$ cat config.mk
export PLATFORM = sky130hd
export DESIGN_NAME = reaction_timer_core
export DESIGN_NICKNAME = d
export VERILOG_FILES = /design/src/rtl/rt_pkg.sv /design/src/rtl/ms_tick_gen.sv /design/src/rtl/reaction_timer_core.sv
export SDC_FILE = /design/constraint.sdc
export NUM_CORES = 1
export LEC_CHECK = 0
export BUFFER_PORTS_ARGS = -buffer_cell sky130_fd_sc_hd__buf_2
export CORE_MARGIN = 1.5
export CORE_UTILIZATION = 65
export CTS_CLUSTER_DIAMETER = 30
export CTS_CLUSTER_SIZE = 12
export DETAILED_ROUTE_END_ITERATION = 12
export PLACE_DENSITY = 0.95
export SLEW_MARGIN = 20
export SYNTH_ARGS = -nofsm -noshare
export SYNTH_HDL_FRONTEND = slang
export SYNTH_HIERARCHICAL = 1
export SYNTH_SLANG_ARGS = --single-unit
export TNS_END_PERCENT = 1
$ cat constraint.sdc
create_clock -name clk -period 5.3 [get_ports clk]
set_clock_uncertainty 0.2 [all_clocks]
set_input_delay 0.795 -clock clk [delete_from_list [all_inputs] [get_ports clk]]
set_output_delay 0.795 -clock clk [all_outputs]
set_load 0.03 [all_outputs]
$ cat src/rtl/rt_pkg.sv
// Shared definitions for the reaction-timer slice.
//   rt_state_e  : trial sequencer states (IDLE, WAIT, ARMED, DONE)
//   LFSR_TAPS   : 16-bit Fibonacci taps 16,14,13,11 as a bit mask
//   lfsr_next() : one LFSR step
//   DEF_*       : production defaults for tick divider and response limit
package rt_pkg;

    typedef enum logic [1:0] {
        IDLE  = 2'd0,
        WAIT  = 2'd1,
        ARMED = 2'd2,
        DONE  = 2'd3
    } rt_state_e;

    // Tap n maps to bit n-1: bits 15,13,12,10.
    localparam logic [15:0] LFSR_TAPS = 16'hB400;

    localparam int unsigned DEF_TICK_DIV = 50000;
    localparam int unsigned DEF_MAX_MS   = 2000;

    function automatic logic [15:0] lfsr_next(input logic [15:0] cur);
        return {cur[14:0], ^(cur & LFSR_TAPS)};
    endfunction

endpackage

$ cat src/rtl/ms_tick_gen.sv
// Millisecond prescaler: one-cycle tick every TICK_DIV clk cycles.
//   clk  : system clock
//   rst  : asynchronous active-high reset (prescaler to 0)
//   clr  : synchronous restart; the next tick follows TICK_DIV cycles later
//   tick : one-cycle pulse
module ms_tick_gen
    import rt_pkg::*;
#(
    parameter int unsigned TICK_DIV = DEF_TICK_DIV
) (
    input  logic clk,
    input  logic rst,
    input  logic clr,
    output logic tick
);

    localparam int unsigned CW = (TICK_DIV > 1) ? $clog2(TICK_DIV) : 1;

    logic [CW-1:0] cnt;

    // tick is not masked by clr: the sequencer may use the same tick that
    // triggers its own state change (and thus the clear).
    assign tick = (cnt == CW'(TICK_DIV - 1));

    always_ff @(posedge clk or posedge rst) begin
        if (rst) begin
            cnt <= '0;
        end else if (clr || tick) begin
            cnt <= '0;
        end else begin
            cnt <= cnt + CW'(1);
        end
    end

endmodule

$ cat src/rtl/reaction_timer_core.sv
// Reaction timer: after start, waits a pseudo-random delay, lights led and
// measures the time in ms until the button is pressed.
//   clk, rst : system clock, asynchronous active-high reset
//   start    : begin a trial (ignored while busy)
//   btn      : asynchronous player button, synchronised internally
//   led      : stimulus lamp, high in ARMED
//   busy     : high in WAIT or ARMED
//   rtime    : last result in ms, held until the next result
//   valid    : one-cycle pulse when rtime/slow/early update
//   slow     : last trial hit the MAX_MS limit
//   early    : last trial pressed before the lamp
// Optional (macro BEST_TIME_EN):
//   best_clr : synchronous reset of best_ms to all-ones
//   best_ms  : fastest valid (non-early, non-slow) result
module reaction_timer_core
    import rt_pkg::*;
#(
    parameter int unsigned TICK_DIV   = DEF_TICK_DIV,
    parameter int unsigned CNT_W      = 12,
    parameter int unsigned MAX_MS     = DEF_MAX_MS,
    parameter int unsigned DLY_MIN_MS = 1000,
    parameter int unsigned DLY_RND_W  = 10,
    parameter logic [15:0] LFSR_SEED  = 16'hACE1
) (
    input  logic             clk,
    input  logic             rst,
    input  logic             start,
    input  logic             btn,
    output logic             led,
    output logic             busy,
    output logic [CNT_W-1:0] rtime,
    output logic             valid,
    output logic             slow,
    output logic             early
`ifdef BEST_TIME_EN
    ,
    input  logic             best_clr,
    output logic [CNT_W-1:0] best_ms
`endif
);

    localparam int unsigned DLY_RAW = $clog2(DLY_MIN_MS + (2 ** DLY_RND_W));
    localparam int unsigned DLY_W   = (DLY_RAW > 0) ? DLY_RAW : 1;

    rt_state_e        state, state_next;
    logic [15:0]      lfsr;
    logic [DLY_W-1:0] dly, dly_next;
    logic [CNT_W-1:0] ms, ms_next;
    logic             sync1, sync_q, sync_q_d;
    logic             press;
    logic             tick, tick_clr;

    logic             res_load;
    logic [CNT_W-1:0] res_rtime;
    logic             res_slow, res_early;

    assign press = sync_q & ~sync_q_d;
    assign led   = (state == ARMED);
    assign busy  = (state == WAIT) || (state == ARMED);
    assign valid = (state == DONE);

    ms_tick_gen #(
        .TICK_DIV (TICK_DIV)
    ) u_tick (
        .clk  (clk),
        .rst  (rst),
        .clr  (tick_clr),
        .tick (tick)
    );

    always_comb begin
        state_next = state;
        dly_next   = dly;
        ms_next    = ms;
        res_load   = 1'b0;
        res_rtime  = '0;
        res_slow   = 1'b0;
        res_early  = 1'b0;

        case (state)
            IDLE: begin
                if (start) begin
                    state_next = WAIT;
                    dly_next   = DLY_W'(DLY_MIN_MS) + DLY_W'(lfsr[DLY_RND_W-1:0]);
                end
            end
            WAIT: begin
                // A press in the same cycle as the final delay tick counts as early.
                if (press) begin
                    state_next = DONE;
                    res_load   = 1'b1;
                    res_early  = 1'b1;
                end else if (tick) begin
                    if (dly <= DLY_W'(1)) begin
                        state_next = ARMED;
                        dly_next   = '0;
                        ms_next    = '0;
                    end else begin
                        dly_next = dly - DLY_W'(1);
                    end
                end
            end
            ARMED: begin
                // Press beats the limit tick; rtime is the pre-tick count.
                if (press) begin
                    state_next = DONE;
                    res_load   = 1'b1;
                    res_rtime  = ms;
                end else if (tick) begin
                    if (ms == CNT_W'(MAX_MS - 1)) begin
                        state_next = DONE;
                        res_load   = 1'b1;
                        res_rtime  = CNT_W'(MAX_MS);
                        res_slow   = 1'b1;
                    end else begin
                        ms_next = ms + CNT_W'(1);
                    end
                end
            end
            DONE: begin
                state_next = IDLE;
            end
        endcase

        tick_clr = (state_next != state) &&
                   ((state_next == WAIT) || (state_next == ARMED));
    end

    always_ff @(posedge clk or posedge rst) begin
        if (rst) begin
            state    <= IDLE;
            lfsr     <= LFSR_SEED;
            dly      <= '0;
            ms       <= '0;
            sync1    <= 1'b0;
            sync_q   <= 1'b0;
            sync_q_d <= 1'b0;
            rtime    <= '0;
            slow     <= 1'b0;
            early    <= 1'b0;
        end else begin
            state    <= state_next;
            lfsr     <= lfsr_next(lfsr);
            dly      <= dly_next;
            ms       <= ms_next;
            sync1    <= btn;
            sync_q   <= sync1;
            sync_q_d <= sync_q;
            if (res_load) begin
                rtime <= res_rtime;
                slow  <= res_slow;
                early <= res_early;
            end
        end
    end

`ifdef BEST_TIME_EN
    always_ff @(posedge clk or posedge rst) begin
        if (rst) begin
            best_ms <= '1;
        end else if (best_clr) begin
            best_ms <= '1;
        end else if (res_load && !res_slow && !res_early && (res_rtime < best_ms)) begin
            best_ms <= res_rtime;
        end
    end
`endif

endmodule

# Word level (Yosys, flattened, before mapping)
# Cells that the tools add are included.
# totals
wordCells	76
inputBits	4
regBits	74
# classes
add_sub_neg	4
n_eq_ne	15
magnitude_cmp	1
muxes	33
reduce_logical	10
n_bitwise	2
# ops
operator	n
12-bit 2-to-1 mux	8
11-bit 2-to-1 mux	6
12-bit one-hot mux with 2 select lines	1
11-bit one-hot mux with 2 select lines	1
16-bit by 1-bit adder with 16-bit output, second input constant	1
16-bit equality test, second input constant	1
16-bit 2-to-1 mux	1
16-bit XOR reduction	1
2-bit 2-to-1 mux	7
12-bit by 1-bit adder with 12-bit output, second input constant	1
12-bit by 11-bit equality test with 1-bit output, second input constant	1
10-bit by 10-bit adder with 11-bit output, first input constant	1
11-bit by 1-bit <= comparator with 1-bit output, second input constant	1
11-bit by 1-bit subtractor with 11-bit output, second input constant	1
2-bit != test, second input constant	4
2-bit one-hot mux with 4 select lines	1
1-bit 2-to-1 mux	7
7-bit AND reduction	1
2-bit equality test, second input constant	3
2-bit by 1-bit != test with 1-bit output, second input constant	3
2-bit by 1-bit equality test with 1-bit output, second input constant	2
4-bit AND reduction	1
2-bit nonzero test	2
1-bit logical OR	3
other kinds (6)	6

# Logic depth before layout (Yosys ltp)
# depth
word_depth	10
depth_mapped	12
ltp_nobuf	10

# Modules after synthesis
# Netlist, hierarchy kept.
# modules_own_cells
module	instances	cells_per_inst	area_each_um2
reaction_timer_core	1	273	2869.0
ms_tick_gen	1	83	862.1

# Least setup slack after synthesis
# No wires, ideal clock.
# synth_path
kind	flip-flop to flip-flop
start	register u_tick.cnt[0]
end	register u_tick.cnt[8]
required_time_ns	4.981
stages_incl_launch_ff	13
arrival_time_ns	2.220
setup_slack_ns	2.761
n_path_buf	2
cell_sequence	dfrtp_1 -> ha_1 -> and3_1 -> and4_4 -> nand2b_1 -> nor4_1 -> nor2_1 -> o31a_1 -> a21oi_1 -> or2_1 -> buf_6 -> buf_12 -> nor2_2
# synth_via
elab_chain_len	9
elab_cells_between_ends	14
cone_classes	add/sub (1); eq/ne (4); mux (6); reduce/logical (3)
# synth_lines
item	line_no	rtl
from (decl)	ms_tick_gen.sv:19	logic [CW-1:0] cnt;
from (signal assigned)	ms_tick_gen.sv:31	cnt <= cnt + CW'(1);
16-bit equality test *	ms_tick_gen.sv:23	assign tick = (cnt == CW'(TICK_DIV - 1));
named net tick	reaction_timer_core.sv:51	logic tick, tick_clr;
2-bit 2-to-1 mux, on equally long branches	reaction_timer_core.sv:109, reaction_timer_core.sv:93	
2-bit 2-to-1 mux, on equally long branches	reaction_timer_core.sv:105, reaction_timer_core.sv:89	
2-bit one-hot mux with 4 select lines *	reaction_timer_core.sv:80	case (state)
2-bit by 1-bit equality test with 1-bit output or 2-bit equality test (tied branches)	reaction_timer_core.sv:126	((state_next == WAIT) || (state_next == ARMED));
1-bit logical OR	reaction_timer_core.sv:126	
1-bit logical AND *	reaction_timer_core.sv:125	tick_clr = (state_next != state) &&
named net tick_clr	reaction_timer_core.sv:51	
1-bit logical OR *	ms_tick_gen.sv:28	end else if (clr || tick) begin
16-bit 2-to-1 mux *	ms_tick_gen.sv:28	
# Mark *: on every way through the listed nets, which the timed path passes. The rest lies on a longest branch.
# A chain may end at the register's enable or synchronous reset.

# Worst setup path in the final report
# layout_path
start	register u_tick.cnt[0]
end	register u_tick.cnt[5]
# Same word-level chain as after synthesis.

==> flow_summary.yaml <==
layout:
  nNetsFinal: 387
  drive_above_1_share_pct: 18.5
  nFillCells: 341
  area_delta_synth_final_pct: 7.48
  antenna_cells: 0
  fin_cells: 451
grt:
  grtUsageTotal_pct: 26.2
  grt_pass1_wl_mm: 12.5
  overflow: 0
  antenna_found_initial: 0
  grt_pass1_vias: 2703
  grt_max_degree: 59
route:
  postRouteAntennaNets: 0
  drt_iter0_drc: 141
  wl_per_cell_microns: 16.0
  vias_per_cell: 6.16
  vias: 2777
  dr.pass1.iters: 4
  drt_wl_total_mm: 7.23
  drc: 0
sta:
  period_share_pct: 60.2
  max-slew-margin-rel_pct: 41.5
  tightest_slew_ps: 877
  rsz0062_at_grt: "false"
  drv_slew: 0
  finalSetupViolations: 0
  fin_ws_ps: 2110
  finalHoldViolations: 0
  period_needed_ps: 3190
  timing.fmax_ghz: 0.314
  setup-tns-final_ps: 0
min_path:
  hold_path_class: "flop to flop"
synth:
  synthArstFlopShare_pct: 100
  synth_xor_xnor_area_share_pct: 7.51
  syn_area_per_cell_sq_um: 10.5
  ys_seq_area_share_pct: 49.9
  synth-simple-area-share_pct: 20.0
  synth_nets: 369
  synth_flop_cell: "dfrtp_1"
  syn_area_sq_um: 3730
  synth_edf_count: 0
  synth_compound_area_share_pct: 14.9
  synth.area.mux_share_pct: 0.302
  synthCells: 356
  yosysWarnings: 6
  ys_ff_latch: 74
  ys_types: 63
  synth_adder_area_share_pct: 3.02
  synth_top_family_by_area: "simple AND/OR/NAND/NOR gates"
clock_network:
  clk_latency_ps: 350
  cts_sinks: 74
  clk_path_buf_depth: 2
  numCtsBuffers: 9
  cts_tree: "done"
  cts_setup_buffers: 0
  clk_pin_slew_ps: 70
  ctsRootBufferMaster: "clkbuf_8"
  ctsHoldBuffers: 0
  cts-htree-levels: 3
  cts_resized: 0
pwr:
  p_int_uw: 1040
  p_clk_share_pct: 22.3
  swShare_pct: 40.5
  p_sw_uw: 709
  power_frac_seq_pct: 40.8
  power_density_nw_per_um2: 436
  power.share.combinational_pct: 36.9
  ir_drop_mv: 0.277
  power_leakage_uw: 0.00172
worst_setup_path:
  slowest_delay_ps: 590
  worstPathCellList: "ha_1 > and3_1 > and4_4 > nand2b_1 > nor4_1 > nor2_1 > o31a_1 > a21oi_1 > or2_1 > nor2_1"
  critical_path_class: "flop to flop"
  critPathLaunchType: "flop"
  rrSetupSlack_ps: 2110
  crit_required_ps: 5300
  crit_slowest_cell: "or2_1"
  path_delay_family: "simple AND/OR/NAND/NOR gates"
  cp-end-kind: "flop"
  worst_path_most_repeated_cell: "nor2_1"
  worst-path-max-fanout: 15
  critPathBufInv: 0
  cp.arrival_ps: 3190
floorplanning:
  fp.dieH_microns: 78.8
  io_pins: 21
  dieArea_sq_um: 6200
  start_util_pct: 67.8
  rows: 27
  core_sq_um: 5510
  fp.dieW_microns: 78.8
placed_design:
  portBuffers: 20
  dpl.cell_count: 435
  dp_hpwl_mm: 5.06
  place.gp.congestion: 0.908
  dp_slack_ps: 2180
run_status:
  status: "complete, no violations"
run:
  maxCapViolations: 0
cells in the mapped netlist, drive strengths merged (7+ instances only):
master	count	area, sq um
o2bb2ai	8	70.1
nand3	13	70.1
inv	14	52.6
nor4	10	62.6
dfrtp	66	1650
nand4	8	50.1
ha	9	113
a21oi	12	60.1
nor2	50	213
o21ai	19	95.1
xnor2	26	228
nor3	12	65.1
a22o	7	61.3
clkbuf	9	43.8
nand2	16	60.1
dfstp	8	210
per-stage QoR:
step / total power (uW) / utilization [%] / hold WS (ps) / area [sq um]
global placement: 1320 / 69.7 / 135 / 3840
floorplan: 1260 / - / 131 / 3730
CTS: 1750 / 72.8 / 151 / 4010
detailed placement: 1360 / 69.7 / 136 / 3840
global route: 1850 / 72.8 / 152 / 4010
finish: 1750 / 72.8 / 145 / 4010
logic make-up after synthesis:
group,Yosys count
muxes,1
xor gates and xnor gates,32
buffers and inverters,30
AOI/OAI and AO/OA,73
and+or+nand+nor,137
adders and majority gates,9
DFF,74
power groups by stage:
stage / Combinational [uW] / Sequential, uW / Clock (uW)
floorplan: 524 / 732 / 0
global placement: 607 / 713 / 0
detailed placement: 637 / 721 / 0
CTS: 639 / 712 / 397
global route: 711 / 723 / 419
finish: 645 / 714 / 391
placed cells by master, fill, tap and decap left out, types with 3 or more instances in the layout:
cell / netlist / layout
o2bb2ai_1: 8 / 8
clkinv_2: 0 / 3
nor4_1: 10 / 10
dfstp_2: 8 / 8
nand2b_1: 4 / 4
dfrtp_1: 66 / 66
ha_1: 9 / 9
nor3_1: 11 / 11
nor2_1: 40 / 40
inv_1: 14 / 13
buf_2: 2 / 20
a32oi_1: 3 / 3
xnor2_1: 26 / 26
nor2b_1: 3 / 3
nor2_2: 10 / 10
a21oi_1: 12 / 12
o21ai_0: 19 / 19
nand4_1: 8 / 8
a22o_1: 7 / 7
xor2_1: 6 / 6
a2111oi_2: 3 / 3
nand2_1: 16 / 16
nand3_1: 12 / 12
clkbuf_8: 1 / 11
sequential cells by signal, indices dropped and copies added, names as in the netlist, 2 cells and up:
register and cells:
state 2, ms 12, dly 11, rtime 12, lfsr 16, u_tick/cnt 16
routing by layer:
layer	part of all wire, %	vias to the layer above	GRT usage, %
li1	-	1318	-
met1	43	1354	32.7
met2	50	87	42.7
met3	5.1	18	6.32
met4	2.2	0	13.4
met5	0	-	0
final timing paths:
check,start,endpoint,cells past startpoint
min reg2reg,lfsr[14],lfsr[15],0
min,lfsr[14],lfsr[15],0
max reg2reg,u_tick/cnt[0],u_tick/cnt[5],10
min in group asynchronous,rst,u_tick/cnt[4],2
max in group asynchronous,rst,rtime[4],3
max,u_tick/cnt[0],u_tick/cnt[5],10
layout make-up:
class	instances	area, sq um	area share [%]
flip-flops and latches	74	1860	46.4
multi-input cells	252	1710	42.7
clock buffers	13	159	3.96
repair buffers	22	115	2.87
well taps	72	90.1	2.25
inverters	15	56.3	1.40
clock inverters	3	15.0	0.374
Note: power is estimated with default switching activity, not from simulation.
